## config.mk

```make
export PLATFORM = sky130hd
export DESIGN_NAME = imem_loader
export DESIGN_NICKNAME = d
export VERILOG_FILES = /design/src/rtl/imem_loader.sv
export SDC_FILE = /design/constraint.sdc
export NUM_CORES = 1
export LEC_CHECK = 0
export BUFFER_PORTS_ARGS = -buffer_cell sky130_fd_sc_hd__buf_4
export CAP_MARGIN = 25
export CORE_MARGIN = 2
export CORE_UTILIZATION = 60
export DETAILED_ROUTE_END_ITERATION = 8
export PLACE_DENSITY_LB_ADDON = 0.3
export SYNTH_ARGS = -nofsm -noshare
export SYNTH_HDL_FRONTEND = slang
export SYNTH_SLANG_ARGS = --single-unit
```

## constraint.sdc

```tcl
create_clock -name clk -period 5.1 [get_ports clk]
set_clock_uncertainty 0.1 [all_clocks]
set_input_delay 0.255 -clock clk [delete_from_list [all_inputs] [get_ports clk]]
set_output_delay 0.255 -clock clk [all_outputs]
set_load 0.02 [all_outputs]
```

## src/rtl/imem_loader.sv

```systemverilog
// Boot-time program loader: packs a big-endian byte stream into 32-bit words,
// writes them to consecutive instr_mem addresses and releases core reset once loaded.
module imem_loader #(
  parameter int DEPTH = 16,
  parameter int AW    = 4
) (
  input  logic          clk,
  input  logic          rst_n,
  input  logic          s_valid,
  input  logic [7:0]    s_data,
  input  logic          s_last,
  output logic          s_ready,
  input  logic          reload,
  output logic          imem_we,
  output logic [AW-1:0] imem_addr,
  output logic [31:0]   imem_wdata,
  output logic          core_rst,
  output logic          done,
  output logic          err,
  output logic [AW:0]   word_count
);

  typedef enum logic [2:0] {
    ST_INIT  = 3'd0,
    ST_LOAD  = 3'd1,
    ST_WRITE = 3'd2,
    ST_DONE  = 3'd3,
    ST_ERR   = 3'd4
  } state_t;

  localparam logic [AW-1:0] LAST_IDX = AW'(DEPTH - 1);
  localparam logic [AW:0]   FULL_CNT = (AW + 1)'(DEPTH);

  state_t        state_q, state_d;
  logic [1:0]    byte_cnt_q, byte_cnt_d;
  logic [AW-1:0] word_idx_q, word_idx_d;
  logic [AW:0]   word_cnt_q, word_cnt_d;
  logic [31:0]   asm_q, asm_d;
  logic          last_q, last_d;
  logic [AW-1:0] addr_q, addr_d;
  logic [31:0]   wdata_q, wdata_d;
  logic          s_ready_q, s_ready_d;
  logic          we_q, we_d;
  logic          core_rst_q, core_rst_d;
  logic          done_q, done_d;
  logic          err_q, err_d;
  logic          accept;

  assign accept = s_valid && s_ready_q;

  // State and datapath registers; outputs are registered from the next-state decode.
  always_ff @(posedge clk or negedge rst_n) begin
    if (!rst_n) begin
      state_q    <= ST_INIT;
      byte_cnt_q <= 2'd0;
      word_idx_q <= '0;
      word_cnt_q <= '0;
      asm_q      <= 32'd0;
      last_q     <= 1'b0;
      addr_q     <= '0;
      wdata_q    <= 32'd0;
      s_ready_q  <= 1'b0;
      we_q       <= 1'b0;
      core_rst_q <= 1'b1;
      done_q     <= 1'b0;
      err_q      <= 1'b0;
    end else begin
      state_q    <= state_d;
      byte_cnt_q <= byte_cnt_d;
      word_idx_q <= word_idx_d;
      word_cnt_q <= word_cnt_d;
      asm_q      <= asm_d;
      last_q     <= last_d;
      addr_q     <= addr_d;
      wdata_q    <= wdata_d;
      s_ready_q  <= s_ready_d;
      we_q       <= we_d;
      core_rst_q <= core_rst_d;
      done_q     <= done_d;
      err_q      <= err_d;
    end
  end

  // Next-state, byte packing and counter updates.
  always_comb begin
    state_d    = state_q;
    byte_cnt_d = byte_cnt_q;
    word_idx_d = word_idx_q;
    word_cnt_d = word_cnt_q;
    asm_d      = asm_q;
    last_d     = last_q;
    addr_d     = addr_q;
    wdata_d    = wdata_q;
    case (state_q)
      ST_INIT: begin
        state_d = ST_LOAD;
      end
      ST_LOAD: begin
        if (accept) begin
          case (byte_cnt_q)
            2'd0:    asm_d[31:24] = s_data;
            2'd1:    asm_d[23:16] = s_data;
            2'd2:    asm_d[15:8]  = s_data;
            default: asm_d[7:0]   = s_data;
          endcase
          byte_cnt_d = byte_cnt_q + 2'd1;
          if (s_last && (byte_cnt_q != 2'd3)) begin
            // Misaligned end of program: drop the partial word.
            state_d    = ST_ERR;
            byte_cnt_d = 2'd0;
            asm_d      = 32'd0;
          end else if (byte_cnt_q == 2'd3) begin
            state_d = ST_WRITE;
            last_d  = s_last;
            addr_d  = word_idx_q;
            wdata_d = {asm_q[31:8], s_data};
          end else begin
            state_d = ST_LOAD;
          end
        end else begin
          state_d = ST_LOAD;
        end
      end
      ST_WRITE: begin
        word_idx_d = word_idx_q + {{(AW-1){1'b0}}, 1'b1};
        if (word_cnt_q != FULL_CNT) begin
          word_cnt_d = word_cnt_q + {{AW{1'b0}}, 1'b1};
        end else begin
          word_cnt_d = word_cnt_q;
        end
        asm_d  = 32'd0;
        last_d = 1'b0;
        if (last_q) begin
          state_d = ST_DONE;
        end else if (word_idx_q == LAST_IDX) begin
          state_d = ST_ERR;
        end else begin
          state_d = ST_LOAD;
        end
      end
      ST_DONE, ST_ERR: begin
        if (reload) begin
          state_d    = ST_INIT;
          byte_cnt_d = 2'd0;
          word_idx_d = '0;
          word_cnt_d = '0;
          asm_d      = 32'd0;
          last_d     = 1'b0;
        end else begin
          state_d = state_q;
        end
      end
      default: begin
        state_d = ST_INIT;
      end
    endcase
  end

  // Moore outputs decoded from the next state so they line up with the state register.
  always_comb begin
    s_ready_d  = (state_d == ST_LOAD);
    we_d       = (state_d == ST_WRITE);
    done_d     = (state_d == ST_DONE);
    err_d      = (state_d == ST_ERR);
    core_rst_d = (state_d != ST_DONE);
  end

  assign s_ready    = s_ready_q;
  assign imem_we    = we_q;
  assign imem_addr  = addr_q;
  assign imem_wdata = wdata_q;
  assign core_rst   = core_rst_q;
  assign done       = done_q;
  assign err        = err_q;
  assign word_count = word_cnt_q;

endmodule

```

==> flow_metrics.py <==
metrics = {
    "cts": {
        "tritoncts": "yes",
        "path_clk_slew_ns": 0.08,
        "cts-buffers-inserted": 9,
        "cts_max_path_buffers": 2,
        "cts-root-buf": "clkbuf_8",
        "cts_htree_levels": 3,
        "clk_latency_ns": 0.34,
        "postCtsHoldBufs": 1,
        "cts_sinks": 80,
        "cts_setup_buffers": 0,
        "cts.repair.resized": 0,
    },
    "worst_hold_path": {
        "hold_class": "input port to flip-flop",
        "hold_path_end": "imem_wdata[7]",
        "whs_path_depth": 2,
        "min_from": "s_data[7]",
    },
    "setup_path": {
        "r2r-end": "imem_wdata[6]",
        "path_max_fanout": 37,
        "slowest_stage": "nor2_8",
        "critPathMaxStageDelay_ns": 0.73,
        "critPathLaunchType": "flip-flop",
        "critical_path_class": "flip-flop to flip-flop",
        "worstPathArrival_ns": 2.71,
        "r2r_start": "state_q[0]",
        "path_cells": "or3b_1 -> nor2_8 -> mux2_2",
        "cp-end-kind": "flip-flop",
        "cp.required_ns": 5.23,
        "r2r_cells": 3,
        "rrSetupSlack_ns": 2.52,
    },
    "timing": {
        "setup_viol": 0,
        "setup_tns_ns": 0,
        "max_slew_margin_pct": 34.0,
        "fmax_mhz": 387,
        "fin_ws_ns": 2.52,
        "finalMaxSlewViolations": 0,
        "worst-slew-pin-transition_ns": 0.983,
        "period_share_pct": 50.6,
        "post-route-min-period_ns": 2.58,
        "rsz0062_at_grt": "false",
        "hold_violations": 0,
    },
    "floorplanning": {
        "io_pins": 59,
        "die_h_um": 81.5,
        "coreArea_mm2": 0.00585,
        "chipWidth_um": 81.5,
        "row_count": 28,
        "dieArea_mm2": 0.00665,
        "start_util_pct": 61.6,
    },
    "synth": {
        "synth_cells": 245,
        "synth_area_mm2": 0.00361,
        "synth_cell_types": 44,
        "yosysTopAreaCell": "dfrtp_1",
        "synth_area_leaders": "dfrtp_1, mux2_4, mux2_2",
        "ys_seq_area_share_pct": 55.6,
        "synthDominantCellAreaShare_pct": 54.8,
        "synth_ff_type": "dfrtp_1",
        "ys_async_sr_fraction_pct": 100,
        "synth-seq-cells": 80,
        "synth_edf_count": 0,
        "yosysWarnings": 0,
        "synth_fp_nets": 264,
        "syn_area_per_cell_um2": 14.7,
    },
    "place": {
        "port_buffers": 58,
        "dp.cells": 369,
        "placed_cell_area_mm2": 0.00403,
        "pre_cts_slack_ns": 2.52,
        "gp_congestion": 0.832,
        "dp_hpwl_um": 4290,
    },
    "outcome": {
        "status": "finished clean",
    },
    "layout": {
        "final_cell_mix": "dfrtp_1, buf_4, mux2_2",
        "nFillCells": 398,
        "fin_util_pct": 73.3,
        "syn_to_final_growth_pct": 18.9,
        "finalNonFillerCells": 387,
        "stdcell_area_mm2": 0.00429,
        "final_common_cell": "dfrtp_1",
        "antenna_cells": 0,
        "finalNetCount": 326,
        "drive_gt1_share_pct": 47.4,
    },
    "global_route": {
        "grt_pass1_wl_um": 9960,
        "grt_overflow": 0,
        "antenna_found_initial": 0,
        "first_global_vias": 2057,
        "track_usage_pct": 20.1,
        "grt_max_degree": 81,
    },
    "pwr": {
        "powerDensity_mw_per_mm2": 565,
        "p_leak_nw": 2.08,
        "ir_worst_vdd_v": 0.000316,
    },
    "detailed_routing": {
        "routed_wl_um": 6290,
        "via_per_inst": 5.45,
        "num_vias": 2109,
        "drtPass1Iterations": 4,
        "drtIter0Drc": 93,
        "ant_nets": 0,
        "wire_per_inst_um": 16.2,
        "drc_errors": 0,
    },
    "job": {
        "cap_violations": 0,
    },
}
worst max path at each step:
stage	start	to	slack (ns)
3_3_place_gp	state_q[0]	imem_wdata[3]	2.59
5_1_grt	state_q[0]	imem_wdata[5]	2.41
3_5_place_dp	state_q[0]	imem_wdata[4]	2.52
2_1_floorplan	state_q[2]	imem_wdata[10]	3.20
4_1_cts	state_q[0]	imem_wdata[5]	2.51
6_report	state_q[0]	imem_wdata[6]	2.52
cells by family after synthesis:
kind of cell	after synthesis	synth area share [%]
AO/OA/AOI/OAI	22	5.00
AND/OR/NAND/NOR	54	9.92
flip-flops	80	55.6
XOR/XNOR	5	1.21
buffers and inverters	15	3.54
adder cells (fa/ha/maj)	6	2.08
multiplexers	63	22.7
worst max-delay path: cells and delay by family, from the launching register on:
kind          cells  cell delay (ns)
simple gates      2             1.37
flops             1             0.57
mux               1             0.42
power by group:
group          switching (W)  total [W]  internal [W]
Clock               0.000221   0.000511      0.000289
Combinational       0.000428   0.000891      0.000463
Sequential          0.000169    0.00102      0.000853
Total               0.000818    0.00242       0.00161
sequential cells by signal, indices dropped and copies added (netlist names):
| register | cells |
|---|---|
| asm_q | 24 |
| imem_addr | 4 |
| done | 1 |
| s_ready | 1 |
| byte_cnt_q | 2 |
| err | 1 |
| word_idx_q | 4 |
| word_count | 5 |
| imem_wdata | 32 |
| state_q | 3 |
| core_rst | 1 |
| imem_we | 1 |
| last_q | 1 |
Yosys cell counts (4+ instances only):
library cell and count:
nor2_1 10, a21oi_1 4, mux2_4 29, ha_1 6
nand2_1 9, xor2_1 5, dfrtp_1 79, mux2_2 34
and2_1 8, inv_1 6, nor3b_1 5, o21ai_0 6
per-stage QoR:
step,hold slack [ns],power [W]
final,0.0476,0.00242
after global routing,0.0435,0.00256
after CTS,0.0376,0.00244
after detailed placement,0.365,0.00193
after global placement,0.367,0.00189
after floorplan,-0.141,0.00163
layer usage:
| metal | share of wire, % | wire length (um) | global-route usage, % |
|---|---|---|---|
| met1 | 44 | 2780 | 26.8 |
| met2 | 50 | 3150 | 32.4 |
| met3 | 3.9 | 244 | 3.41 |
| met4 | 1.8 | 114 | 8.98 |
| met5 | 0 | 0 | 0 |
cell type report:
class	instances	area [um^2]	share of cell area [%]
clock inverter	5	78.8	1.84
inverter	6	22.5	0.525
timing repair buffer	60	473	11.0
sequential	80	2000	46.7
tap	75	93.8	2.19
clock buffer	11	141	3.30
multi-input combinational	150	1480	34.4
Power figures use the tool's default switching activity.
